**config.mk**
```make
export PLATFORM = sky130hd
export DESIGN_NAME = img_sram_master_flat
export DESIGN_NICKNAME = d
export VERILOG_FILES = /design/src/rtl/img_sram_pkg.sv /design/src/rtl/img_sram_intf.sv /design/src/rtl/img_sram_rd_fifo.sv /design/src/rtl/img_sram_master.sv /design/src/flat_wrapper.sv
export SDC_FILE = /design/constraint.sdc
export NUM_CORES = 1
export LEC_CHECK = 0
export BUFFER_PORTS_ARGS = -buffer_cell sky130_fd_sc_hd__buf_2
export CAP_MARGIN = 0
export CORE_MARGIN = 1.5
export CORE_UTILIZATION = 57
export CTS_BUF_LIST = sky130_fd_sc_hd__clkbuf_8
export DETAILED_ROUTE_END_ITERATION = 12
export GPL_ROUTABILITY_DRIVEN = 0
export HOLD_SLACK_MARGIN = 0.05
export PLACE_DENSITY = 0.9
export SYNTH_ARGS = -nofsm -noshare
export SYNTH_HDL_FRONTEND = slang
export SYNTH_SLANG_ARGS = --single-unit
```
**constraint.sdc**
```tcl
create_clock -name clk -period 3.4 [get_ports clk]
set_clock_uncertainty 0.15 [all_clocks]
set_input_delay 0.68 -clock clk [delete_from_list [all_inputs] [get_ports clk]]
set_output_delay 0.68 -clock clk [all_outputs]
set_load 0.02 [all_outputs]
```
**src/rtl/img_sram_pkg.sv**
```systemverilog
// Shared types and default widths for the image SRAM master and its interface.
package img_sram_pkg;

    localparam int unsigned DEF_ADDR_W   = 8;
    localparam int unsigned DEF_PIX_W    = 8;
    localparam int unsigned DEF_RD_DEPTH = 2;

    typedef enum logic [1:0] {
        IDLE  = 2'd0,
        LOAD  = 2'd1,
        DUMP  = 2'd2,
        DRAIN = 2'd3
    } state_e;

    typedef enum logic {
        OP_LOAD = 1'b0,
        OP_DUMP = 1'b1
    } op_e;

    typedef struct packed {
        logic [DEF_ADDR_W-1:0] row0;
        logic [DEF_ADDR_W-1:0] col0;
        logic [DEF_ADDR_W-1:0] nrows_m1;
        logic [DEF_ADDR_W-1:0] ncols_m1;
    } region_t;

endpackage

```
**src/rtl/img_sram_intf.sv**
```systemverilog
// Pin bundle of the 256x256x8 image SRAM wrapper: one slot per clock.
interface img_sram_intf
    import img_sram_pkg::*;
#(
    parameter int unsigned ADDR_W = DEF_ADDR_W,
    parameter int unsigned PIX_W  = DEF_PIX_W
) ();

    logic              clk;
    logic [ADDR_W-1:0] row;
    logic [ADDR_W-1:0] col;
    logic [PIX_W-1:0]  din;
    logic [PIX_W-1:0]  dout;
    logic              write_en;
    logic              sense_en;

    modport master (output clk, row, col, din, write_en, sense_en, input dout);
    modport slave  (input clk, row, col, din, write_en, sense_en, output dout);

endinterface

```
**src/rtl/img_sram_rd_fifo.sv**
```systemverilog
// First-word-fall-through return FIFO for SRAM read data; DEPTH is a power of two.
module img_sram_rd_fifo #(
    parameter int unsigned WIDTH = 8,
    parameter int unsigned DEPTH = 2,
    localparam int unsigned CNT_W = $clog2(DEPTH) + 1
) (
    input  logic             clk,
    input  logic             rst,
    input  logic             i_push,
    input  logic [WIDTH-1:0] i_data,
    input  logic             i_pop,
    output logic [WIDTH-1:0] o_data,
    output logic [CNT_W-1:0] o_count,
    output logic             o_full,
    output logic             o_empty
);

    localparam int unsigned PTR_W = $clog2(DEPTH);

    logic [WIDTH-1:0] r_mem [DEPTH];
    logic [PTR_W-1:0] r_wr_ptr;
    logic [PTR_W-1:0] r_rd_ptr;
    logic [CNT_W-1:0] r_count;
    logic             w_full;
    logic             w_empty;
    logic             w_push;
    logic             w_pop;

    assign w_full  = (r_count == CNT_W'(DEPTH));
    assign w_empty = (r_count == '0);
    assign w_pop   = i_pop && !w_empty;
    // A push into a full FIFO is legal only when the head leaves on the same edge.
    assign w_push  = i_push && (!w_full || w_pop);

    always_ff @(posedge clk) begin
        if (w_push) begin
            r_mem[r_wr_ptr] <= i_data;
        end
    end

    always_ff @(posedge clk or posedge rst) begin
        if (rst) begin
            r_wr_ptr <= '0;
            r_rd_ptr <= '0;
            r_count  <= '0;
        end else begin
            if (w_push) begin
                r_wr_ptr <= r_wr_ptr + PTR_W'(1);
            end
            if (w_pop) begin
                r_rd_ptr <= r_rd_ptr + PTR_W'(1);
            end
            r_count <= r_count + CNT_W'(w_push) - CNT_W'(w_pop);
        end
    end

    assign o_data  = w_empty ? '0 : r_mem[r_rd_ptr];
    assign o_count = r_count;
    assign o_full  = w_full;
    assign o_empty = w_empty;

endmodule

```
**src/rtl/img_sram_master.sv**
```systemverilog
// Sequences the image SRAM through write/read/hold slots to LOAD a region from a
// pixel stream or DUMP a region to a pixel stream, in raster order.
module img_sram_master
    import img_sram_pkg::*;
#(
    parameter int unsigned ADDR_W   = DEF_ADDR_W,
    parameter int unsigned PIX_W    = DEF_PIX_W,
    parameter int unsigned RD_DEPTH = DEF_RD_DEPTH
) (
    input  logic              clk,
    input  logic              rst,
    input  logic              cmd_valid,
    output logic              cmd_ready,
    input  logic              cmd_op,
    input  logic [ADDR_W-1:0] cmd_row0,
    input  logic [ADDR_W-1:0] cmd_col0,
    input  logic [ADDR_W-1:0] cmd_nrows_m1,
    input  logic [ADDR_W-1:0] cmd_ncols_m1,
    input  logic              wr_valid,
    output logic              wr_ready,
    input  logic [PIX_W-1:0]  wr_data,
    output logic              rd_valid,
    input  logic              rd_ready,
    output logic [PIX_W-1:0]  rd_data,
    output logic              busy,
    output logic              done,
    img_sram_intf.master      intf
);

    localparam int unsigned CNT_W = $clog2(RD_DEPTH) + 1;
    localparam int unsigned OCC_W = CNT_W + 1;

    state_e            r_state;
    state_e            w_state_nxt;
    region_t           r_region;
    region_t           w_region_nxt;
    logic [ADDR_W-1:0] r_row_off;
    logic [ADDR_W-1:0] w_row_off_nxt;
    logic [ADDR_W-1:0] r_col_off;
    logic [ADDR_W-1:0] w_col_off_nxt;
    logic [ADDR_W-1:0] r_row;
    logic [ADDR_W-1:0] w_row_nxt;
    logic [ADDR_W-1:0] r_col;
    logic [ADDR_W-1:0] w_col_nxt;
    logic [PIX_W-1:0]  r_din;
    logic [PIX_W-1:0]  w_din_nxt;
    logic              r_we;
    logic              w_we_nxt;
    logic              r_se;
    logic              w_se_nxt;
    logic              r_inflight;
    logic              w_inflight_nxt;
    logic              r_done;
    logic              w_done_nxt;
    logic              r_cmd_ready;
    logic              r_busy;
    logic              r_wr_ready;

    logic              w_cmd_fire;
    logic              w_wr_fire;
    logic              w_pop;
    logic              w_last_col;
    logic              w_last_pix;
    logic [ADDR_W-1:0] w_cur_row;
    logic [ADDR_W-1:0] w_cur_col;
    logic [ADDR_W-1:0] w_row_off_adv;
    logic [ADDR_W-1:0] w_col_off_adv;
    logic [OCC_W-1:0]  w_occ;
    logic              w_issue;
    logic              w_drained;
    logic [CNT_W-1:0]  w_fifo_count;
    logic              w_fifo_full;
    logic              w_fifo_empty;
    logic [PIX_W-1:0]  w_fifo_data;

    assign w_cmd_fire = cmd_valid && r_cmd_ready;
    assign w_wr_fire  = wr_valid && r_wr_ready;
    assign w_pop      = !w_fifo_empty && rd_ready;

    // Last-pixel detection runs on offsets so address wrap never matters.
    assign w_last_col    = (r_col_off == r_region.ncols_m1);
    assign w_last_pix    = w_last_col && (r_row_off == r_region.nrows_m1);
    assign w_cur_row     = r_region.row0 + r_row_off;
    assign w_cur_col     = r_region.col0 + r_col_off;
    assign w_col_off_adv = w_last_col ? '0 : r_col_off + ADDR_W'(1);
    assign w_row_off_adv = w_last_col ? r_row_off + ADDR_W'(1) : r_row_off;

    // Occupancy after this edge must leave room for the read issued now.
    assign w_occ     = OCC_W'(w_fifo_count) + OCC_W'(r_inflight);
    assign w_issue   = (w_occ < OCC_W'(RD_DEPTH) + OCC_W'(w_pop));
    assign w_drained = (w_occ == OCC_W'(w_pop));

    always_ff @(posedge clk or posedge rst) begin
        if (rst) begin
            r_state <= IDLE;
        end else begin
            r_state <= w_state_nxt;
        end
    end

    always_comb begin
        w_state_nxt    = r_state;
        w_region_nxt   = r_region;
        w_row_off_nxt  = r_row_off;
        w_col_off_nxt  = r_col_off;
        w_row_nxt      = r_row;
        w_col_nxt      = r_col;
        w_din_nxt      = r_din;
        w_we_nxt       = 1'b0;
        w_se_nxt       = 1'b1;
        w_inflight_nxt = 1'b0;
        w_done_nxt     = 1'b0;
        case (r_state)
            IDLE: begin
                w_row_nxt = '0;
                w_col_nxt = '0;
                w_din_nxt = '0;
                if (w_cmd_fire) begin
                    w_region_nxt  = '{row0: cmd_row0, col0: cmd_col0,
                                      nrows_m1: cmd_nrows_m1, ncols_m1: cmd_ncols_m1};
                    w_row_off_nxt = '0;
                    w_col_off_nxt = '0;
                    w_state_nxt   = (op_e'(cmd_op) == OP_DUMP) ? DUMP : LOAD;
                end
            end
            LOAD: begin
                if (w_wr_fire) begin
                    w_row_nxt     = w_cur_row;
                    w_col_nxt     = w_cur_col;
                    w_din_nxt     = wr_data;
                    w_we_nxt      = 1'b1;
                    w_row_off_nxt = w_row_off_adv;
                    w_col_off_nxt = w_col_off_adv;
                    if (w_last_pix) begin
                        w_done_nxt  = 1'b1;
                        w_state_nxt = IDLE;
                    end
                end
            end
            DUMP: begin
                if (w_issue) begin
                    w_row_nxt      = w_cur_row;
                    w_col_nxt      = w_cur_col;
                    w_se_nxt       = 1'b0;
                    w_inflight_nxt = 1'b1;
                    w_row_off_nxt  = w_row_off_adv;
                    w_col_off_nxt  = w_col_off_adv;
                    if (w_last_pix) begin
                        w_state_nxt = DRAIN;
                    end
                end
            end
            DRAIN: begin
                if (w_drained) begin
                    w_done_nxt  = 1'b1;
                    w_state_nxt = IDLE;
                end
            end
            default: begin
                w_state_nxt = IDLE;
            end
        endcase
    end

    always_ff @(posedge clk or posedge rst) begin
        if (rst) begin
            r_region    <= '0;
            r_row_off   <= '0;
            r_col_off   <= '0;
            r_row       <= '0;
            r_col       <= '0;
            r_din       <= '0;
            r_we        <= 1'b0;
            r_se        <= 1'b1;
            r_inflight  <= 1'b0;
            r_done      <= 1'b0;
            r_cmd_ready <= 1'b1;
            r_busy      <= 1'b0;
            r_wr_ready  <= 1'b0;
        end else begin
            r_region    <= w_region_nxt;
            r_row_off   <= w_row_off_nxt;
            r_col_off   <= w_col_off_nxt;
            r_row       <= w_row_nxt;
            r_col       <= w_col_nxt;
            r_din       <= w_din_nxt;
            r_we        <= w_we_nxt;
            r_se        <= w_se_nxt;
            r_inflight  <= w_inflight_nxt;
            r_done      <= w_done_nxt;
            r_cmd_ready <= (w_state_nxt == IDLE);
            r_busy      <= (w_state_nxt != IDLE);
            r_wr_ready  <= (w_state_nxt == LOAD);
        end
    end

    // Read data is captured on the edge that closes the read slot.
    img_sram_rd_fifo #(
        .WIDTH (PIX_W),
        .DEPTH (RD_DEPTH)
    ) u_rd_fifo (
        .clk     (clk),
        .rst     (rst),
        .i_push  (r_inflight),
        .i_data  (intf.dout),
        .i_pop   (w_pop),
        .o_data  (w_fifo_data),
        .o_count (w_fifo_count),
        .o_full  (w_fifo_full),
        .o_empty (w_fifo_empty)
    );

    a_no_overflow: assert property (@(posedge clk) disable iff (rst)
        !(r_inflight && w_fifo_full && !w_pop));

    assign intf.clk      = clk;
    assign intf.row      = r_row;
    assign intf.col      = r_col;
    assign intf.din      = r_din;
    assign intf.write_en = r_we;
    assign intf.sense_en = r_se;

    assign cmd_ready = r_cmd_ready;
    assign busy      = r_busy;
    assign wr_ready  = r_wr_ready;
    assign done      = r_done;
    assign rd_valid  = !w_fifo_empty;
    assign rd_data   = w_fifo_data;

endmodule

```
**src/flat_wrapper.sv**
```systemverilog
// flat-port wrapper written by rule: the top's interface ports become plain ports
module img_sram_master_flat import img_sram_pkg::*;
#(
    parameter int unsigned ADDR_W   = DEF_ADDR_W,
    parameter int unsigned PIX_W    = DEF_PIX_W,
    parameter int unsigned RD_DEPTH = DEF_RD_DEPTH
)
  (clk, rst, cmd_valid, cmd_ready, cmd_op, cmd_row0, cmd_col0, cmd_nrows_m1, cmd_ncols_m1, wr_valid, wr_ready, wr_data, rd_valid, rd_ready, rd_data, busy, done, intf_clk, intf_row, intf_col, intf_din, intf_write_en, intf_sense_en, intf_dout);
  img_sram_intf #(.ADDR_W(ADDR_W), .PIX_W(PIX_W)) intf_i ();
  input  logic clk;
  input  logic rst;
  input  logic cmd_valid;
  output logic cmd_ready;
  input  logic cmd_op;
  input  logic [ADDR_W-1:0] cmd_row0;
  input  logic [ADDR_W-1:0] cmd_col0;
  input  logic [ADDR_W-1:0] cmd_nrows_m1;
  input  logic [ADDR_W-1:0] cmd_ncols_m1;
  input  logic wr_valid;
  output logic wr_ready;
  input  logic [PIX_W-1:0] wr_data;
  output logic rd_valid;
  input  logic rd_ready;
  output logic [PIX_W-1:0] rd_data;
  output logic busy;
  output logic done;
  output wire logic [$bits(intf_i.clk)-1:0] intf_clk;
  output wire logic [$bits(intf_i.row)-1:0] intf_row;
  output wire logic [$bits(intf_i.col)-1:0] intf_col;
  output wire logic [$bits(intf_i.din)-1:0] intf_din;
  output wire logic [$bits(intf_i.write_en)-1:0] intf_write_en;
  output wire logic [$bits(intf_i.sense_en)-1:0] intf_sense_en;
  input wire logic [$bits(intf_i.dout)-1:0] intf_dout;
  assign intf_clk = intf_i.clk;
  assign intf_row = intf_i.row;
  assign intf_col = intf_i.col;
  assign intf_din = intf_i.din;
  assign intf_write_en = intf_i.write_en;
  assign intf_sense_en = intf_i.sense_en;
  assign intf_i.dout = intf_dout;
  img_sram_master #(.ADDR_W(ADDR_W), .PIX_W(PIX_W), .RD_DEPTH(RD_DEPTH)) u_core (.clk(clk), .rst(rst), .cmd_valid(cmd_valid), .cmd_ready(cmd_ready), .cmd_op(cmd_op), .cmd_row0(cmd_row0), .cmd_col0(cmd_col0), .cmd_nrows_m1(cmd_nrows_m1), .cmd_ncols_m1(cmd_ncols_m1), .wr_valid(wr_valid), .wr_ready(wr_ready), .wr_data(wr_data), .rd_valid(rd_valid), .rd_ready(rd_ready), .rd_data(rd_data), .busy(busy), .done(done), .intf(intf_i));
endmodule
```
==> results of run 1 <==
worst max path at each step:
stage / to / slack, ps / depth (start not counted)
after floorplan: u_core.busy / 380 / 1
after global placement: u_core.busy / 690 / 10
after detailed placement: u_core.busy / 520 / 12
after global routing: u_core.busy / 350 / 12
after CTS: u_core.busy / 490 / 12
final: intf_clk / 500 / 3
cell usage after synthesis, types with 2 or more instances:
master	instances
sky130_fd_sc_hd__nand2b_1	2
sky130_fd_sc_hd__nor2_1	31
sky130_fd_sc_hd__nor2b_1	3
sky130_fd_sc_hd__inv_1	16
sky130_fd_sc_hd__o31ai_1	7
sky130_fd_sc_hd__a21oi_1	11
sky130_fd_sc_hd__clkbuf_1	10
sky130_fd_sc_hd__xnor2_1	31
sky130_fd_sc_hd__o41ai_1	2
sky130_fd_sc_hd__dfrtp_1	83
sky130_fd_sc_hd__buf_1	2
sky130_fd_sc_hd__and3_1	2
sky130_fd_sc_hd__o21ai_0	25
sky130_fd_sc_hd__nand3_1	22
sky130_fd_sc_hd__dfstp_2	2
sky130_fd_sc_hd__o21bai_1	3
sky130_fd_sc_hd__edfxtp_1	16
sky130_fd_sc_hd__xor2_1	11
sky130_fd_sc_hd__ha_1	24
sky130_fd_sc_hd__nand2_1	62
sky130_fd_sc_hd__fa_1	2
sky130_fd_sc_hd__mux2_2	32
sky130_fd_sc_hd__nand4_1	5
sky130_fd_sc_hd__mux2i_1	9
sky130_fd_sc_hd__a21o_1	4
sky130_fd_sc_hd__nor3_1	5
registers in the layout, indices dropped and copies added, names as in the netlist:
name,flops
u_core.r_region,32
u_core.u_rd_fifo.r_mem,16
u_core.intf.col,8
u_core.intf.din,8
u_core.intf.row,8
u_core.r_col_off,8
u_core.r_row_off,8
u_core.r_state,2
u_core.u_rd_fifo.o_count,2
u_core.busy,1
u_core.cmd_ready,1
u_core.done,1
u_core.intf.sense_en,1
u_core.intf.write_en,1
u_core.r_inflight,1
u_core.u_rd_fifo.r_rd_ptr,1
u_core.u_rd_fifo.r_wr_ptr,1
u_core.wr_ready,1
power by group:
part / total, µW / switching (µW) / internal, µW
registers: 1950 / 327 / 1620
clock network: 845 / 479 / 367
logic: 1990 / 1120 / 865
stage by stage:
step	worst slack [ps]	instances	total power, µW	hold WS (ps)
after floorplan	380	440	3430	318
after global placement	686	628	3850	311
after detailed placement	516	628	3990	317
after CTS	494	648	4810	216
after global routing	348	648	5120	209
final	503	648	4780	231
layer usage:
metal | wire, µm | track usage, % | up-vias
met3 | 714 | 5.58 | 18
met5 | 0 | 0 | -
met2 | 4850 | 37.8 | 136
met4 | 181 | 9.93 | 0
met1 | 4090 | 29.7 | 1699
li1 | - | - | 1711
layout make-up:
class	instances	area share, %
clock inverters	7	1.14
clock buffers	13	2.99
inverters	17	1.14
repair buffers	96	8.87
well taps	105	2.31
flip-flops and latches	101	45.8
multi-input cells	309	37.7
timing repair:
action                                 4_1_cts  5_1_grt
setup endpoints to repair                    0        0
hold buffers                                 1        0
endpoints found under the hold margin       19        0
critical path, delay by kind of cell:
kind	cells	cell delay [ps]
buffers and inverters	3	370
cell families after synthesis:
kind of cell             Yosys count  share of synthesized area [%]
flip-flops                       101                           53.5
XOR/XNOR                          42                           7.54
multiplexers                      41                           9.24
AND/OR/NAND/NOR                  141                           12.9
AO/OA/AOI/OAI                     59                           7.44
buffers and inverters             30                           2.39
adder cells (fa/ha/maj)           26                           6.98
==> metrics, run 1 <==
area share of the largest cell type after synthesis=a little over two fifths; I/O pin cnt=94; via count=approximately 3.6k; total half-perimeter wirelength after legalization and detailed placement=around 7600 µm; total wire length after detailed routing=~9800 µm; Post-Syn Area per Cell=11.1 µm²; quantity of gates resized following cts=0; post-CTS setup buffer count=0; critical path's largest stage delay=approximately 150 ps; start-to-end type of the worst setup path=clock port to output pin; synth unique cells=44; data arrival time at the worst-slack endpoint=~2100 ps; Die X-Extent=about 95 µm; cell with the largest stage delay on the worst path=sky130_fd_sc_hd__buf_2; synthesized flop and latch total=approximately 100; run status=finished, final reports clean; Multi-input gate area=roughly 2100 µm²; final design utilization=~69%; finished layout cell area=approximately 5700 µm²; highest fanout seen on the critical path=2; first-pass GRT wire length=15900 µm; maximum clock frequency=0.346 GHz; fraction of synthesis flops using an asynchronous set or reset pin=a little over four fifths; latest clock arrival within the worst-skew pair=roughly 480 ps; initial DRC count=around 130; number of enable flip-flop cells after synthesis=16; Floorplan Core Area=around 8300 µm²; setup repair after global routing missed its margin=false; critical path capture point type=output pin; DRC viols=0; start point of the critical path=clk; leading register cell type out of synthesis=sky130_fd_sc_hd__dfrtp_1; fraction of layout cells with a size suffix above 1=roughly 29%; setup total negative slack=0 ps; Overflow after GRT=0; Worst R2R Start=u_core.u_rd_fifo.o_count[0]; headroom to the max-slew limit=between 10% and 20%; Synthesized Nets=520; number of vias per cell=5.50; cell depth of the worst flop-to-flop path=12; Max-cap violations=0; element type at the critical path start=clock port; buffers added on ports=93; GR Util All Layers=between 20% and 30%; Power Dens Cells=about 840 nW/µm²; sequential-to-total area share from yosys stat=53.5%; post-detailed-route wirelength per cell=between 15 and 20 µm; endpoint of the worst register-to-register path=u_core.busy; placed cell area=5460 µm²; Final Cycle Share=85.2%; commonest cells after routing, fill and taps aside=sky130_fd_sc_hd__buf_2 (93), sky130_fd_sc_hd__dfrtp_1 (83), sky130_fd_sc_hd__nand2_1 (62); clock input transition at the sequential cells of the worst setup and hold paths=about 100 ps; Die Y-Extent=about 95 µm; count of yosys warnings during synthesis=0; worst IR drop on VDD=about 0.45 mV; type of the tightest min-delay check=primary input to flop; FILL cells=~600; antenna violations before repair=0; final net count=a little over 600; final-report hold violation count=0; Most common cell on crit path=sky130_fd_sc_hd__clkbuf_8; remaining antenna violation count=0; number of diodes added for antenna fixing=0; largest net degree at the start of global routing=67; slew at the pin with the worst max-slew slack=~1200 ps; largest area contributor in the netlist=sky130_fd_sc_hd__dfrtp_1; most frequent standard cell in the layout excluding fill and tap cells=sky130_fd_sc_hd__buf_2; Hold Path End=u_core.intf.din[4]; vias in the first global route=~3.4k; TritonRoute pass-1 iters=4; area overhead of the layout relative to synthesis=16.8%; data required time at the worst endpoint=around 2600 ps; ranking of synthesized cells by area=sky130_fd_sc_hd__dfrtp_1 (43%), sky130_fd_sc_hd__edfxtp_1 (9.9%), sky130_fd_sc_hd__mux2_2 (7.4%); start point of the worst min-delay path=wr_data[4]; worst-path cell chain=clkbuf_8 -> clkbuf_8 -> buf_2; instance count of the mapped netlist=440; cell area after synthesis=between 4000 and 5000 µm²; Tmin final=a little under 3000 ps; die area=roughly 9000 µm²; leakage power figure=roughly 0.0027 µW; count of endpoints failing setup in the final report=0; number of rows in the core area=33; Starting Density=between 50% and 60%; worst reg2reg setup slack=~510 ps; FF/Latch Area=between 2000 and 3000 µm²; number of max-slew violations in the final report=0; cell count of the worst hold path=3; clock tree from TritonCTS=done
Power figures use the tool's default switching activity.
==> run 2: changes to the inputs <==
RECOVER_POWER = 100   (was not set)
==> run 2 against run 1 <==
  * The run now ends with max-capacitance violations, max-slew violations left
  * Critical path depth grew 2
  * Combinational power hardly changed
  * Count of clock-buffer cells in the layout unchanged
  * Hold slack worse by 1.5 ps
  * Sequential share of layout area is 0.50 points higher
  * Utilization shrank 0.74 points
  * Global-route usage unchanged
  * Routed wire length up 0.60%
  * Clock power hardly changed
  * Maximum frequency is 0.80% lower
  * Design area fell by 1.1%
==> metrics, run 2 (same netlist as run 1, synthesis figures left out) <==
clock tree from TritonCTS=done; highest fanout seen on the critical path=32 (+30); first-pass GRT wire length=15900 µm (unchanged); post-detailed-route wirelength per cell=15.3 µm (+0.60%); data required time at the worst endpoint=3610 ps (+1040 ps); number of flip-flops under the largest register name=32 (unchanged); leakage power figure=0.00254 µW (-6.3%); slack of the critical path=482 ps (-20.5 ps); buffers and inverters on the worst path=2 (-1); element type at the critical path start=flop; start-to-end type of the worst setup path=flop to flop; Worst R2R Start=u_core.r_state[0]; Final Cycle Share=85.8% (+0.60 points); setup repair after global routing missed its margin=false; Overflow after GRT=0 (unchanged); endpoint of the worst register-to-register path=u_core.r_region[6]; start point of the worst min-delay path=wr_data[4]; total half-perimeter wirelength after legalization and detailed placement=7590 µm (unchanged); worst IR drop on VDD=0.452 mV (about the same); Power Dens Cells=843 nW/µm² (+0.41%); largest registers=u_core.r_region x32, u_core.u_rd_fifo.r_mem x16; Hold Path End=u_core.intf.din[4]; cell count of the worst hold path=3 (unchanged); TritonRoute pass-1 iters=5 (+1); count of endpoints failing setup in the final report=0 (unchanged); via count=3609 (+1.3%); GR Util All Layers=23.3% (unchanged); final net count=618 (unchanged); critical path's largest stage delay=1230 ps (+1080 ps); number of rows in the core area=33 (unchanged); slew at the pin with the worst max-slew slack=1720 ps (+503 ps); Tmin final=2920 ps (+20.5 ps); area overhead of the layout relative to synthesis=15.6%; FILL cells=638 (+3.4%); Die X-Extent=95.5 µm (unchanged); final-report hold violation count=0 (unchanged); cell depth of the worst flop-to-flop path=5 (-7); clock input transition at the sequential cells of the worst setup and hold paths=110 ps (about the same); number of max-slew violations in the final report=33 (+33); critical path capture point type=flop; Floorplan Core Area=8260 µm² (unchanged); latest clock arrival within the worst-skew pair=480 ps (about the same); number of vias per cell=5.57 (+1.3%); buffers added on ports=93 (unchanged); data arrival time at the worst-slack endpoint=3130 ps (+1060 ps); antenna violations before repair=0 (unchanged); worst-path cell chain=inv_1 -> ha_1 -> nand3_1 -> clkbuf_1 -> mux2_2; DRC viols=0 (unchanged); number of diodes added for antenna fixing=0 (unchanged); setup total negative slack=0 ps (unchanged); initial DRC count=167 (+34%); commonest cells after routing, fill and taps aside=sky130_fd_sc_hd__dfrtp_1 (83), sky130_fd_sc_hd__nand2_1 (62), sky130_fd_sc_hd__buf_2 (47), sky130_fd_sc_hd__clkbuf_1 (47), sky130_fd_sc_hd__mux2_2 (32); register name with the most flops=u_core.r_region; gate family responsible for the most delay along the worst path=buffers and inverters; type of the tightest min-delay check=primary input to flop; total wire length after detailed routing=9900 µm (+0.60%); remaining antenna violation count=0 (unchanged); WHS=229 ps (-1.46 ps); violations in the final reports=max-capacitance violations, max-slew violations; cell with the largest stage delay on the worst path=sky130_fd_sc_hd__clkbuf_1; Final Power=4750 µW (-0.67%); most frequent standard cell in the layout excluding fill and tap cells=sky130_fd_sc_hd__dfrtp_1; run status=complete, but fails checks; vias in the first global route=3399 (unchanged); maximum clock frequency=0.343 GHz (-0.80%); Die Y-Extent=95.5 µm (unchanged); headroom to the max-slew limit=-14.4% (-33 points); post-CTS setup buffer count=0 (unchanged); worst slack at placement=516 ps (unchanged); final design utilization=68.2% (-0.74 points); Max-cap violations=1 (+1); I/O pin cnt=94 (unchanged); largest net degree at the start of global routing=67 (unchanged); worst reg2reg setup slack=480 ps (-30 ps); fraction of layout cells with a size suffix above 1=20.1% (-8.7 points); die area=9120 µm² (unchanged); Starting Density=59.0% (unchanged)
run 2: what timing repair did:
action,in CTS,in global routing
gates resized for setup,0,0
hold endpoints to repair,19,0
hold buffers,1,0
run 2: worst max path at each step:
stage,start,end,cells after the start
4_1_cts,u_core.u_rd_fifo.o_count[0],u_core.busy,12
3_3_place_gp,rd_ready,u_core.busy,10
3_5_place_dp,u_core.u_rd_fifo.o_count[0],u_core.busy,12
5_1_grt,u_core.r_state[0],u_core.r_region[6],5
6_report,u_core.r_state[0],u_core.r_region[6],5
2_1_floorplan,rst,u_core.busy,1
run 2: metrics by stage:
step           cell area [µm²]  instances
2_1_floorplan             4880        440
3_3_place_gp              5460        628
3_5_place_dp              5460        628
4_1_cts                   5700        648
5_1_grt                   5640        648
6_report                  5640        648
run 2: worst register-to-register path, stage by stage, from the launching register on:
cell                       delay (ps)
sky130_fd_sc_hd__dfrtp_1          430
sky130_fd_sc_hd__inv_1            110
sky130_fd_sc_hd__ha_1             300
sky130_fd_sc_hd__nand3_1          100
sky130_fd_sc_hd__clkbuf_1        1230
sky130_fd_sc_hd__mux2_2           470
run 2: layout make-up:
cell class	instances	area (µm²)	share of cell area, %
tap	105	131	2.33
multi-input combinational	309	2150	38.1
timing repair buffer	96	445	7.90
sequential	101	2610	46.3
inverter	17	65.1	1.15
clock buffer	13	169	3.00
clock inverter	7	65.1	1.15
run 2: where the power goes:
part	leakage (µW)	internal, µW	switching, µW
logic	0.00120	827	1130
registers	0.00123	1620	331
clock network	0.000117	363	480
run 2: layer usage:
| metal | up-vias | routed length (µm) | global-route usage, % | part of all wire (%) |
|---|---|---|---|---|
| li1 | 1718 | - | - | - |
| met1 | 1728 | 4220 | 29.7 | 43 |
| met2 | 143 | 4810 | 37.8 | 49 |
| met3 | 20 | 667 | 5.58 | 6.7 |
| met4 | 0 | 195 | 9.93 | 2.0 |
| met5 | - | 0 | 0 | 0 |
